File: src/rtl/matrix_fmt_pkg.sv
// ---------------------------------------------------------------------------
// matrix_fmt_pkg
//   Shared types and constants for the matrix text formatter:
//   - fmt_state_t : emission FSM states
//   - ASCII_*     : bytes used in the printed text
//   - BCD_DIGITS  : decimal digits needed for a 32-bit word
//   - entry_t     : one captured input event {end, end_row, en, data}
//   - count_digits: significant digit count of a BCD vector (0 -> 1)
// ---------------------------------------------------------------------------
package matrix_fmt_pkg;

   typedef enum logic [2:0] {
      ST_IDLE,
      ST_POP,
      ST_CONV,
      ST_PAD,
      ST_DIGITS,
      ST_TERM
   } fmt_state_t;

   localparam logic [7:0] ASCII_SPACE = 8'h20;
   localparam logic [7:0] ASCII_ZERO  = 8'h30;
   localparam logic [7:0] ASCII_SEMI  = 8'h3B;
   localparam logic [7:0] ASCII_NL    = 8'h0A;
   localparam logic [7:0] ASCII_MINUS = 8'h2D;

   localparam int DATA_W     = 32;
   localparam int BCD_DIGITS = 10;
   localparam int BCD_W      = 4 * BCD_DIGITS;

   typedef struct packed {
      logic              is_end;
      logic              end_row;
      logic              en;
      logic [DATA_W-1:0] data;
   } entry_t;

   localparam int ENTRY_W = $bits(entry_t);

   // Position of the most significant non-zero digit, plus one.
   // A value of zero still prints one digit.
   function automatic logic [3:0] count_digits(input logic [BCD_W-1:0] bcd);
      logic [3:0] n;
      n = 4'd1;
      for (int i = 1; i < BCD_DIGITS; i++) begin
         if (bcd[4*i +: 4] != 4'd0) n = 4'(i + 1);
      end
      return n;
   endfunction

endpackage

File: src/rtl/matrix_text_formatter_if.sv
// ---------------------------------------------------------------------------
// matrix_text_formatter_if
//   Bundles the matrix event stream (in_*), the byte stream toward the UART
//   (out_byte / out_byte_valid / out_byte_ready) and the status flags.
//   slave  : the formatter side
//   master : the producer / byte sink side
// ---------------------------------------------------------------------------
interface matrix_text_formatter_if;
   logic [31:0] in_matrix;
   logic        in_matrix_en;
   logic        in_end_row;
   logic        in_end;
   logic [7:0]  out_byte;
   logic        out_byte_valid;
   logic        out_byte_ready;
   logic        busy;
   logic        overflow;

   modport master (
      output in_matrix, in_matrix_en, in_end_row, in_end, out_byte_ready,
      input  out_byte, out_byte_valid, busy, overflow
   );

   modport slave (
      input  in_matrix, in_matrix_en, in_end_row, in_end, out_byte_ready,
      output out_byte, out_byte_valid, busy, overflow
   );
endinterface

File: src/rtl/matrix_text_formatter_bin2bcd_seq.sv
// ---------------------------------------------------------------------------
// bin2bcd_seq
//   Sequential double-dabble converter: one shift/adjust step per cycle,
//   32 steps per conversion.
//   clk, reset : clock, asynchronous active-high reset
//   start      : load bin and begin a conversion (one-cycle pulse)
//   bin        : 32-bit unsigned input
//   bcd        : 10 BCD digits, digit 0 in bits [3:0]; stable until next start
//   done       : high from the end of the last step until the next start
// ---------------------------------------------------------------------------
module bin2bcd_seq
   import matrix_fmt_pkg::*;
(
   input  logic              clk,
   input  logic              reset,
   input  logic              start,
   input  logic [DATA_W-1:0] bin,
   output logic [BCD_W-1:0]  bcd,
   output logic              done
);

   localparam int ITER_W = $clog2(DATA_W);
   localparam logic [ITER_W-1:0] LAST_ITER = ITER_W'(DATA_W - 1);

   logic [DATA_W-1:0] shift_q;
   logic [BCD_W-1:0]  bcd_q;
   logic [BCD_W-1:0]  bcd_adj;
   logic [ITER_W-1:0] iter_q;
   logic              running_q;
   logic              done_q;

   // Add 3 to every digit >= 5 before the shift so it carries correctly.
   always_comb begin
      // NOTE: whole vector gets a default first so no path leaves it unassigned (no latch).
      bcd_adj = bcd_q;
      for (int i = 0; i < BCD_DIGITS; i++) begin
         if (bcd_q[4*i +: 4] >= 4'd5) bcd_adj[4*i +: 4] = bcd_q[4*i +: 4] + 4'd3;
      end
   end

   // NOTE: state registers use non-blocking assignments so all flops update together.
   always_ff @(posedge clk or posedge reset) begin
      if (reset) begin
         shift_q   <= '0;
         bcd_q     <= '0;
         iter_q    <= '0;
         running_q <= 1'b0;
         done_q    <= 1'b0;
      end else if (start) begin
         shift_q   <= bin;
         bcd_q     <= '0;
         iter_q    <= '0;
         running_q <= 1'b1;
         done_q    <= 1'b0;
      end else if (running_q) begin
         bcd_q   <= (bcd_adj << 1) | BCD_W'(shift_q[DATA_W-1]);
         shift_q <= shift_q << 1;
         iter_q  <= iter_q + ITER_W'(1);
         if (iter_q == LAST_ITER) begin
            running_q <= 1'b0;
            done_q    <= 1'b1;
         end
      end
   end

   assign bcd  = bcd_q;
   assign done = done_q;

endmodule

File: src/rtl/matrix_text_formatter.sv
// ---------------------------------------------------------------------------
// matrix_text_formatter
//   Turns the matrix output event stream into printable ASCII: each word
//   becomes a right-justified decimal field of at least FIELD_WIDTH chars,
//   end_row appends " ; \n", end appends "\n". Bytes leave on a
//   valid/ready stream.
//
//   Parameters : FIFO_DEPTH (power of 2, >= 2), FIELD_WIDTH
//   Ports      : clk, reset (async, active high)
//                bus.in_matrix/in_matrix_en/in_end_row/in_end : event input
//                bus.out_byte/out_byte_valid/out_byte_ready   : byte output
//                bus.busy     : FIFO non-empty or FSM not idle
//                bus.overflow : sticky, an event was dropped on a full FIFO
//   Build option: MATRIX_FMT_SIGNED_EN - print data as two's complement,
//                 '-' placed just before the first digit, inside the field.
// ---------------------------------------------------------------------------
module matrix_text_formatter
   import matrix_fmt_pkg::*;
#(
   parameter int FIFO_DEPTH  = 8,
   parameter int FIELD_WIDTH = 8
) (
   input logic                    clk,
   input logic                    reset,
   matrix_text_formatter_if.slave bus
);

   localparam int PTR_W = $clog2(FIFO_DEPTH);
   localparam int PAD_W = $clog2(FIELD_WIDTH + 1);

   // ---------------- input event FIFO ----------------
   logic [ENTRY_W-1:0] fifo_mem [FIFO_DEPTH];
   logic [PTR_W:0]     wr_ptr, rd_ptr;
   logic               fifo_empty, fifo_full;
   logic               push_req, push_ok, pop;
   logic               overflow_q;
   entry_t             push_entry, head;

   fmt_state_t state, state_next;

   assign push_entry = '{is_end: bus.in_end, end_row: bus.in_end_row,
                         en: bus.in_matrix_en, data: bus.in_matrix};
   assign push_req   = bus.in_matrix_en | bus.in_end_row | bus.in_end;
   assign fifo_empty = (wr_ptr == rd_ptr);
   assign fifo_full  = (wr_ptr[PTR_W] != rd_ptr[PTR_W]) &&
                       (wr_ptr[PTR_W-1:0] == rd_ptr[PTR_W-1:0]);
   assign pop        = (state == ST_POP);
   // A pop in the same cycle frees the slot the push needs.
   assign push_ok    = push_req && (!fifo_full || pop);
   assign head       = entry_t'(fifo_mem[rd_ptr[PTR_W-1:0]]);

   // NOTE: storage array has no reset; pointers alone define which entries are valid.
   always_ff @(posedge clk) begin
      if (push_ok) fifo_mem[wr_ptr[PTR_W-1:0]] <= push_entry;
   end

   always_ff @(posedge clk or posedge reset) begin
      if (reset) begin
         wr_ptr     <= '0;
         rd_ptr     <= '0;
         overflow_q <= 1'b0;
      end else begin
         if (push_ok) wr_ptr <= wr_ptr + (PTR_W+1)'(1);
         if (pop)     rd_ptr <= rd_ptr + (PTR_W+1)'(1);
         if (push_req && !push_ok) overflow_q <= 1'b1;
      end
   end

   // ---------------- converter ----------------
   logic [DATA_W-1:0] conv_in;
   logic [BCD_W-1:0]  conv_bcd;
   logic              conv_start, conv_done;

`ifdef MATRIX_FMT_SIGNED_EN
   logic cur_neg, sign_pending;
   assign conv_in = head.data[DATA_W-1] ? (DATA_W'(0) - head.data) : head.data;
`else
   assign conv_in = head.data;
`endif

   bin2bcd_seq u_bin2bcd (
      .clk   (clk),
      .reset (reset),
      .start (conv_start),
      .bin   (conv_in),
      .bcd   (conv_bcd),
      .done  (conv_done)
   );

   // ---------------- field geometry ----------------
   logic [3:0] ndigits;
   int         field_len;
   int         pad_n;

   always_comb begin
      ndigits   = count_digits(conv_bcd);
      field_len = int'(ndigits);
`ifdef MATRIX_FMT_SIGNED_EN
      field_len = field_len + int'(cur_neg);
`endif
      pad_n = (FIELD_WIDTH > field_len) ? (FIELD_WIDTH - field_len) : 0;
   end

   // ---------------- emission FSM ----------------
   logic [PAD_W-1:0] pad_cnt;
   logic [3:0]       dig_idx;
   logic [2:0]       term_idx;   // 0..3 -> " ; \n", 4 -> "\n"
   logic             cur_end_row, cur_end;
   logic [3:0]       cur_digit;
   logic [7:0]       byte_c, term_byte;
   logic             valid_c, last_digit, term_last, xfer;

   assign cur_digit = conv_bcd[{dig_idx, 2'b00} +: 4];
   assign term_last = (term_idx == 3'd4) || (term_idx == 3'd3 && !cur_end);
   assign xfer      = valid_c & bus.out_byte_ready;

   always_comb begin
      case (term_idx)
         3'd1:    term_byte = ASCII_SEMI;
         3'd0,
         3'd2:    term_byte = ASCII_SPACE;
         default: term_byte = ASCII_NL;
      endcase
   end

   always_ff @(posedge clk or posedge reset) begin
      if (reset) state <= ST_IDLE;
      else       state <= state_next;
   end

   always_comb begin
      state_next = state;
      byte_c     = 8'h00;
      valid_c    = 1'b0;
      conv_start = 1'b0;
      last_digit = 1'b0;
      case (state)
         ST_IDLE: if (!fifo_empty) state_next = ST_POP;
         ST_POP: begin
            conv_start = head.en;
            state_next = head.en ? ST_CONV : ST_TERM;
         end
         // Skip PAD entirely when the field is already full width.
         ST_CONV: if (conv_done) state_next = (pad_n != 0) ? ST_PAD : ST_DIGITS;
         ST_PAD: begin
            valid_c = 1'b1;
            byte_c  = ASCII_SPACE;
            if (bus.out_byte_ready && pad_cnt == PAD_W'(1)) state_next = ST_DIGITS;
         end
         ST_DIGITS: begin
            valid_c    = 1'b1;
            byte_c     = ASCII_ZERO + {4'h0, cur_digit};
            last_digit = (dig_idx == 4'd0);
`ifdef MATRIX_FMT_SIGNED_EN
            if (sign_pending) begin
               byte_c     = ASCII_MINUS;
               last_digit = 1'b0;
            end
`endif
            if (bus.out_byte_ready && last_digit)
               state_next = (cur_end_row || cur_end) ? ST_TERM : ST_IDLE;
         end
         ST_TERM: begin
            valid_c = 1'b1;
            byte_c  = term_byte;
            if (bus.out_byte_ready && term_last) state_next = ST_IDLE;
         end
         default: state_next = ST_IDLE;
      endcase
   end

   always_ff @(posedge clk or posedge reset) begin
      if (reset) begin
         pad_cnt     <= '0;
         dig_idx     <= '0;
         term_idx    <= '0;
         cur_end_row <= 1'b0;
         cur_end     <= 1'b0;
`ifdef MATRIX_FMT_SIGNED_EN
         cur_neg      <= 1'b0;
         sign_pending <= 1'b0;
`endif
      end else begin
         case (state)
            ST_POP: begin
               cur_end_row <= head.end_row;
               cur_end     <= head.is_end;
               term_idx    <= head.end_row ? 3'd0 : 3'd4;
`ifdef MATRIX_FMT_SIGNED_EN
               cur_neg      <= head.en & head.data[DATA_W-1];
               sign_pending <= head.en & head.data[DATA_W-1];
`endif
            end
            ST_CONV: if (conv_done) begin
               pad_cnt <= PAD_W'(pad_n);
               dig_idx <= ndigits - 4'd1;
            end
            ST_PAD: if (xfer) pad_cnt <= pad_cnt - PAD_W'(1);
            ST_DIGITS: if (xfer) begin
`ifdef MATRIX_FMT_SIGNED_EN
               if (sign_pending)           sign_pending <= 1'b0;
               else if (dig_idx != 4'd0)   dig_idx <= dig_idx - 4'd1;
`else
               if (dig_idx != 4'd0) dig_idx <= dig_idx - 4'd1;
`endif
            end
            ST_TERM: if (xfer) term_idx <= (term_idx == 3'd3) ? 3'd4 : term_idx + 3'd1;
            default: ;
         endcase
      end
   end

   assign bus.out_byte       = byte_c;
   assign bus.out_byte_valid = valid_c;
   assign bus.busy           = !fifo_empty || (state != ST_IDLE);
   assign bus.overflow       = overflow_q;

endmodule

File: src/flat_wrapper.sv
// flat-port wrapper written by rule: the top's interface ports become plain ports
module matrix_text_formatter_flat import matrix_fmt_pkg::*;
#(
   parameter int FIFO_DEPTH  = 8,
   parameter int FIELD_WIDTH = 8
)
  (clk, reset, bus_in_matrix, bus_in_matrix_en, bus_in_end_row, bus_in_end, bus_out_byte_ready, bus_out_byte, bus_out_byte_valid, bus_busy, bus_overflow);
  matrix_text_formatter_if bus_i ();
  input logic clk;
  input logic reset;
  input wire logic [$bits(bus_i.in_matrix)-1:0] bus_in_matrix;
  input wire logic [$bits(bus_i.in_matrix_en)-1:0] bus_in_matrix_en;
  input wire logic [$bits(bus_i.in_end_row)-1:0] bus_in_end_row;
  input wire logic [$bits(bus_i.in_end)-1:0] bus_in_end;
  input wire logic [$bits(bus_i.out_byte_ready)-1:0] bus_out_byte_ready;
  output wire logic [$bits(bus_i.out_byte)-1:0] bus_out_byte;
  output wire logic [$bits(bus_i.out_byte_valid)-1:0] bus_out_byte_valid;
  output wire logic [$bits(bus_i.busy)-1:0] bus_busy;
  output wire logic [$bits(bus_i.overflow)-1:0] bus_overflow;
  assign bus_i.in_matrix = bus_in_matrix;
  assign bus_i.in_matrix_en = bus_in_matrix_en;
  assign bus_i.in_end_row = bus_in_end_row;
  assign bus_i.in_end = bus_in_end;
  assign bus_i.out_byte_ready = bus_out_byte_ready;
  assign bus_out_byte = bus_i.out_byte;
  assign bus_out_byte_valid = bus_i.out_byte_valid;
  assign bus_busy = bus_i.busy;
  assign bus_overflow = bus_i.overflow;
  matrix_text_formatter #(.FIFO_DEPTH(FIFO_DEPTH), .FIELD_WIDTH(FIELD_WIDTH)) u_core (.clk(clk), .reset(reset), .bus(bus_i));
endmodule
File: config.mk
export PLATFORM = sky130hd
export DESIGN_NAME = matrix_text_formatter_flat
export DESIGN_NICKNAME = d
export VERILOG_FILES = /design/src/rtl/matrix_fmt_pkg.sv /design/src/rtl/matrix_text_formatter_if.sv /design/src/rtl/matrix_text_formatter_bin2bcd_seq.sv /design/src/rtl/matrix_text_formatter.sv /design/src/flat_wrapper.sv
export SDC_FILE = /design/constraint.sdc
export NUM_CORES = 1
export LEC_CHECK = 0
export BUFFER_PORTS_ARGS = -buffer_cell sky130_fd_sc_hd__clkbuf_2
export CAP_MARGIN = 20
export CELL_PAD_IN_SITES_DETAIL_PLACEMENT = 0
export CELL_PAD_IN_SITES_GLOBAL_PLACEMENT = 2
export CORE_ASPECT_RATIO = 0.9
export CORE_UTILIZATION = 26
export CTS_CLUSTER_SIZE = 30
export DETAILED_ROUTE_END_ITERATION = 7
export HOLD_SLACK_MARGIN = 0.12
export PLACE_DENSITY = 0.56
export SETUP_SLACK_MARGIN = 0.4
export SLEW_MARGIN = 5
export SYNTH_ARGS = -nofsm -noshare
export SYNTH_HDL_FRONTEND = slang
export SYNTH_HIERARCHICAL = 1
export SYNTH_SLANG_ARGS = --single-unit
File: constraint.sdc
create_clock -name clk -period 5.72 [get_ports clk]
set_input_delay 0.286 -clock clk [delete_from_list [all_inputs] [get_ports clk]]
set_output_delay 0.286 -clock clk [all_outputs]
set_load 0.01 [all_outputs]
==> results of run 1 <==
[sequential cells by signal (all words and copies together), names as in the netlist]
signal,count
u_core/fifo_mem,280
u_core/u_bin2bcd/bcd,40
u_core/u_bin2bcd/shift_q,32
u_core/u_bin2bcd/iter_q,5
u_core/dig_idx,4
u_core/pad_cnt,4
u_core/rd_ptr,4
u_core/wr_ptr,4
u_core/state,3
u_core/term_idx,3
u_core/bus.overflow,1
u_core/cur_end,1
u_core/cur_end_row,1
u_core/u_bin2bcd/done,1
u_core/u_bin2bcd/running_q,1
[cell usage after synthesis (12+ instances only)]
library cell	number	area, um2
mux2i_1	46	460
buf_2	18	90.1
edfxtp_1	280	8410
xor2_1	18	158
o21ai_1	34	170
nand2_1	73	274
dfrtp_1	104	2600
ha_1	33	413
mux4_2	74	1670
mux2_2	33	372
inv_1	31	116
nand2b_1	19	119
a31oi_1	12	75.1
o21ai_0	42	210
a21oi_1	31	155
nor2_1	43	161
nand3_1	26	130
clkbuf_1	22	82.6
[per-stage QoR]
step,std cells,utilization
5_1_grt,2079,0.309
6_report,2079,0.309
4_1_cts,2078,0.309
3_5_place_dp,1964,0.283
2_1_floorplan,1102,-
3_3_place_gp,1964,0.283
[routing by layer]
metal	track usage	wire (um)	vias up
met1	0.176	19800	5037
met3	0.0217	1250	54
li1	-	-	4456
met2	0.196	18600	130
met5	0	13	-
met4	0.0345	760	2
[final cells by class]
type | count | area [um2]
antenna | 1 | 2.50
clock inverter | 23 | 238
timing repair buffer | 99 | 716
inverter | 32 | 121
fill | 6410 | 44400
multi-input combinational | 629 | 5590
tap | 855 | 1070
clock buffer | 56 | 1120
sequential | 384 | 11000
[cell families (layout without fill, tap and decap cells)]
| logic type | count (synthesis) | count (layout) | synth area share |
|---|---|---|---|
| multiplexers | 157 | 157 | 0.154 |
| XOR/XNOR | 23 | 23 | 0.0119 |
| buffers and inverters | 89 | 210 | 0.0242 |
| AND/OR/NAND/NOR | 233 | 233 | 0.0684 |
| flip-flops | 384 | 384 | 0.650 |
| adder cells (fa/ha/maj) | 33 | 33 | 0.0244 |
| other | 1 | 3 | 0.000221 |
| AO/OA/AOI/OAI | 181 | 181 | 0.0674 |
[power by group through the flow]
stage          logic [W]  registers, W  clock network, W
2_1_floorplan    0.00294       0.00416                 0
6_report         0.00365       0.00449           0.00270
3_3_place_gp     0.00371       0.00456                 0
5_1_grt          0.00406       0.00462           0.00289
4_1_cts          0.00376       0.00452           0.00280
3_5_place_dp     0.00372       0.00457                 0
[final timing paths]
path,slack (ns),start,endpoint
setup / recovery,2.04,u_core/state[0]$_DFFE_PP0P_,u_core/fifo_mem[2][12]$_DFFE_PP_
hold / removal,0.17,bus_in_end,u_core/fifo_mem[7][34]$_DFFE_PP_
setup reg to reg,2.04,u_core/state[0]$_DFFE_PP0P_,u_core/fifo_mem[2][12]$_DFFE_PP_
hold reg to reg,0.48,u_core/cur_end_row$_DFFE_PP0P_,u_core/cur_end_row$_DFFE_PP0P_
max in group asynchronous,4.14,reset,u_core/u_bin2bcd/running_q$_DFF_PP0_
min in group asynchronous,0.26,reset,u_core/u_bin2bcd/bcd[34]$_DFFE_PP0P_
[what timing repair did]
item / 4_1_cts / 5_1_grt
endpoints found under the hold margin: 311 / 0
setup endpoints to repair: 0 / 0
hold buffers: 35 / 0
==> flow_summary_export.csv, run 1 <==
group,metric,value,unit
placement,place_ws,2.00,ns
worst_setup_path,crit_family,"simple AND/OR/NAND/NOR gates",
clock_network,cts_resized,0,
synth,async_flop_share,0.271,
power_and_ir_drop,switching_power,0.00382,W
sta,fin_crit,3.68,ns
sta,fin_crit_sh,0.643,
clock_network,clockBufferDepth,3,
floorplan,num_io_pins,49,
sta,setup_viol,0,
synth,synth_seq_cells,384,
sta,finClkSkew,0.0153,ns
synth,synth_edf_count,280,
global_route,grt_pass1_wl,63200,um
power_and_ir_drop,peakVddDrop,0.250,mV
global_route,grt_start_max_net_pins,73,
route,drc,0,
global_route,antenna_found_initial,2,
route,via_count,9679,
worst_setup_path,crit_slowest_cell,"nor2_4",
route,drt_iter0_markers,548,
sta,setup_slack,2.04,ns
worst_setup_path,critPathCaptureType,"register",
layout,drive_above_1_share,0.209,
floorplan,die_w,271,um
sta,final.setup.tns,0,ns
floorplan,initial_core_util,0.264,
route,routed_wl,40300,um
clock_network,cts_tree,"built",
power_and_ir_drop,pwr-share-comb,0.337,
sta,rsz0062_at_grt,"no",
route,drt-vias-per-instance,4.66,
clock_network,post_cts_buffers,0,
placement,portBuffers,46,
global_route,grt-ovfl-total,0,
floorplan,die-height,244,um
route,post_drt_wl_per_cell,19.4,um
synth,synth.avg_cell_area,15.4,um2
min_path,timing.hold.worst.class,"in2reg",
min_path,hold_path_depth,1,
power_and_ir_drop,power_frac_seq,0.414,
worst_setup_path,r2r_cells,6,
sta,relSlewSlack,0.307,
floorplan,rows,88,
layout,nets,1260,
worst_setup_path,worstPathArrival,3.93,ns
power_and_ir_drop,p_leak,7.16,nW
route,first_pass_iters,4,
worst_setup_path,cp_max_fo,23,
placement,gp_congestion,0.713,
route,ant_nets,0,
flow_run,maxCapViolCount,0,
worst_setup_path,start_kind,"register",
worst_setup_path,critPathRequiredTime,5.97,ns
clock_network,path_clk_slew,0.06,ns
clock_network,h-tree-depth,2,
power_and_ir_drop,p_sw_frac,0.352,
synth,ys_types,69,
sta,hold_viol,0,
clock_network,clock_latency,0.56,ns
worst_setup_path,cp.depth,6,
layout,syn2layout_area_growth,17.4,%
synth,yosysSeqAreaShare,0.650,
worst_setup_path,slowest_delay,0.83,ns
power_and_ir_drop,p_per_area,545,mW/mm2
sta,drv_slew,0,
global_route,grt_pass1_vias,10100,
clock_network,cts_made_buffers,43,
layout,mostFrequentLayoutCell,"edfxtp_1",
power_and_ir_drop,power_frac_clock,0.249,
run_status,run_status,"finished clean",
floorplan,coreArea,0.0643,mm2
sta,worstMarginPinSlew,1.04,ns
placement,placed_area,0.0182,mm2
clock_network,cts_root_buf,"clkbuf_16",
clock_network,cts_sinks,384,
global_route,grt_usage,0.125,
floorplan,die-area,0.0662,mm2
synth,syn_area,0.0169,mm2
synth,syn_inst,1101,
worst_setup_path,path_cells,"and2b_1, nand2_1, a31oi_1, nand2b_1, nor2_4, buf_4",
synth,ys.warnings.count,6,
sta,max_freq,272,MHz
worst_setup_path,critPathBufInv,1,
synth,synth_ff_type,"edfxtp_1",
worst_setup_path,criticalPathCategory,"reg2reg",
power_and_ir_drop,finalPower,0.0108,W
sta,holdWs,0.170,ns
power_and_ir_drop,power.internal,0.00702,W
layout,layout_common_cells,"edfxtp_1 (280), dfrtp_1 (100), mux4_2 (74), nand2_1 (73)",
placement,dp_hpwl,24600,um
layout,stdcell_area,0.0199,mm2
No activity file was read; power rests on OpenSTA's default activity.
==> inputs of run 2 (changes only) <==
Settings changed: ABC_AREA set to 1, PLACE_DENSITY 0.56 to 0.62.
Clock period 5.72 ns to 3.09 ns, I/O delays scaled along.
==> flow_summary_export.csv, run 2 <==
group,metric,value,unit
run_status,run_status,"finished clean",
global_route,grt_pass1_vias,11900,
worst_setup_path,crit_family,"simple AND/OR/NAND/NOR gates",
worst_setup_path,critPathCaptureType,"register",
floorplan,num_io_pins,49,
global_route,grt_pass1_wl,71300,um
layout,multi_input_area,0.00542,mm2
layout,mostFrequentLayoutCell,"nand2_1",
worst_setup_path,critPathRequiredTime,3.36,ns
worst_setup_path,start_kind,"register",
worst_setup_path,crit_slowest_cell,"nor2_4",
placement,gp_congestion,0.749,
layout,largest_reg_flops,280,
global_route,grt_usage,0.138,
clock_network,post_cts_buffers,0,
layout,syn2layout_area_growth,18.7,%
placement,dp_hpwl,26600,um
synth,synth_area_leaders,"edfxtp_1 (49%), dfrtp_1 (15%), nand2_1 (6.1%)",
synth,yosysMostFrequentCell,"nand2_1",
power_and_ir_drop,p_per_area,1080,mW/mm2
synth,yosys.area.top_type,"edfxtp_1",
sta,finClkSkew,0.0275,ns
synth,yosysSeqAreaShare,0.638,
route,ant_nets,0,
layout,layout_common_cells,"nand2_1 (281), edfxtp_1 (280), nor2_1 (271), o21ai_0 (158), inv_1 (105)",
clock_network,clock_latency,0.59,ns
layout,nFillCells,6691,
synth,synth_commonest_cells,"nand2_1 (281), edfxtp_1 (280), nor2_1 (279)",
sta,rsz0062_at_grt,"yes",
route,drt_iter0_markers,705,
floorplan,initial_core_util,0.263,
floorplan,die-area,0.0674,mm2
sta,final.setup.tns,0,ns
worst_setup_path,criticalPathCategory,"reg2reg",
clock_network,cts_root_buf,"clkbuf_16",
floorplan,die-height,246,um
clock_network,path_clk_slew,0.06,ns
global_route,grt-ovfl-total,0,
sta,fin_crit,2.50,ns
sta,max_freq,400,MHz
sta,holdWs,0.164,ns
route,routed_wl,45500,um
worst_setup_path,critPathBufInv,3,
layout,regArea,0.0110,mm2
worst_setup_path,worstPathArrival,2.76,ns
clock_network,cts_tree,"built",
global_route,grt_start_max_net_pins,129,
synth,async_flop_share,0.271,
route,drt-vias-per-instance,4.54,
layout,antenna_cells,0,
clock_network,cts_made_buffers,46,
power_and_ir_drop,peakVddDrop,0.604,mV
synth,syn_area,0.0173,mm2
sta,setup_viol,0,
route,via_count,12100,
route,first_pass_iters,4,
sta,drv_slew,0,
synth,ys_types,50,
route,drc,0,
clock_network,h-tree-depth,2,
worst_setup_path,r2r_start,"u_core/rd_ptr[0]$_DFFE_PP0P_",
clock_network,clockBufferDepth,3,
synth,synth_ff_type,"edfxtp_1",
global_route,antenna_found_initial,1,
worst_setup_path,slowest_delay,0.57,ns
power_and_ir_drop,finalPower,0.0221,W
floorplan,coreArea,0.0656,mm2
worst_setup_path,crit_top_cell,"inv_2",
worst_setup_path,path_cells,"xnor2_1, nand3_1, nor4_2, inv_2, nand2_2, inv_2, nand2_1, nor2_4, buf_12",
sta,worstMarginPinSlew,0.916,ns
synth,synth.avg_cell_area,10.3,um2
worst_setup_path,critPathLaunch,"u_core/rd_ptr[0]$_DFFE_PP0P_",
min_path,timing.hold.worst.class,"in2async",
flow_run,maxCapViolCount,0,
layout,nets,1834,
worst_setup_path,cp_max_fo,21,
synth,ys.warnings.count,6,
power_and_ir_drop,p_leak,7.87,nW
floorplan,rows,89,
synth,yosys.area.top_type_share,0.487,
route,post_drt_wl_per_cell,17.1,um
synth,syn_inst,1683,
sta,hold_viol,0,
clock_network,cts_sinks,384,
floorplan,die_w,274,um
sta,relSlewSlack,0.389,
placement,dp.cells,2542,
synth,synth_seq_cells,384,
sta,fin_crit_sh,0.808,
layout,layout.cells.non_filler,2665,
placement,portBuffers,46,
synth,synth_edf_count,280,
layout,drive_above_1_share,0.114,
-- run 2: changes by cell type after synthesis, moves of 23 or more --
cell / change
nor2_1: +236
inv_1: +76
inv_2: +28
mux2i_1: -46
mux2_2: -33
mux4_2: -74
nand2_1: +208
nand3_1: +42
o21ai_0: +116
o22ai_1: +45
o211ai_1: +23
-- run 2: worst paths after layout --
path                       slack, ns  cells after the start                                  endpoint
hold reg to reg                 0.48                      2  u_core/u_bin2bcd/shift_q[25]$_DFFE_PP0P_
hold / removal                  0.16                      3            u_core/cur_end_row$_DFFE_PP0P_
max in group asynchronous       2.28                      4             u_core/dig_idx[1]$_DFFE_PP0P_
setup reg to reg                0.59                      9          u_core/fifo_mem[1][18]$_DFFE_PP_
setup / recovery                0.59                      9          u_core/fifo_mem[1][18]$_DFFE_PP_
min in group clk                0.39                      2           u_core/fifo_mem[0][8]$_DFFE_PP_
-- run 2: kinds of logic (layout without fill, tap and decap cells) --
family          count (synthesis)  after routing  synth area share
other cells                     1              2          0.000217
fa+ha+maj                      33             33            0.0239
buf+inv                       221            338            0.0528
flops                         384            384             0.638
xor+xnor                       12             12           0.00652
simple gates                  675            675             0.161
compound gates                357            357             0.118
-- run 2: routing by layer --
metal,global-route usage,share of wire
met5,0,0.00029
met4,0.0399,0.017
met3,0.0212,0.032
met2,0.233,0.48
met1,0.181,0.47
-- run 2: timing repair --
action,4_1_cts,5_1_grt
endpoints found under the setup margin,4,5
hold endpoints to repair,390,0
hold buffers,37,0
gates resized for setup,2,4
-- run 2: stage by stage --
stage                     setup slack, ns  cell area, um2   util
after detailed placement            0.568           18600  0.284
after CTS                           0.415           20500  0.312
after global routing                0.398           20500  0.312
final                               0.592           20500  0.312
after global placement              0.534           18600  0.284
after floorplan                   -0.0417           17300      -
-- run 2: report_power, final --
group / leakage, nW / switching [W] / internal [W]
clock: 0.720 / 0.00218 / 0.00313
combinational: 3.29 / 0.00598 / 0.00278
sequential: 3.87 / 0.000833 / 0.00723
-- run 2: layout make-up --
| class | instances | area share |
|---|---|---|
| Clock buffer | 73 | 0.0646 |
| Clock inverter | 13 | 0.00818 |
| Inverter | 140 | 0.0259 |
| Multi-Input combinational cell | 1079 | 0.265 |
| Sequential cell | 384 | 0.538 |
| Tap cell | 864 | 0.0528 |
| Timing Repair Buffer | 112 | 0.0462 |
-- run 2: worst reg2reg max path, cell delays in order (launching register included) --
cell and delay (ns):
dfrtp_4 0.56, xnor2_1 0.15, nand3_1 0.11, nor4_2 0.07, inv_2 0.06, nand2_2 0.06
inv_2 0.08, nand2_1 0.22, nor2_4 0.57, buf_12 0.29
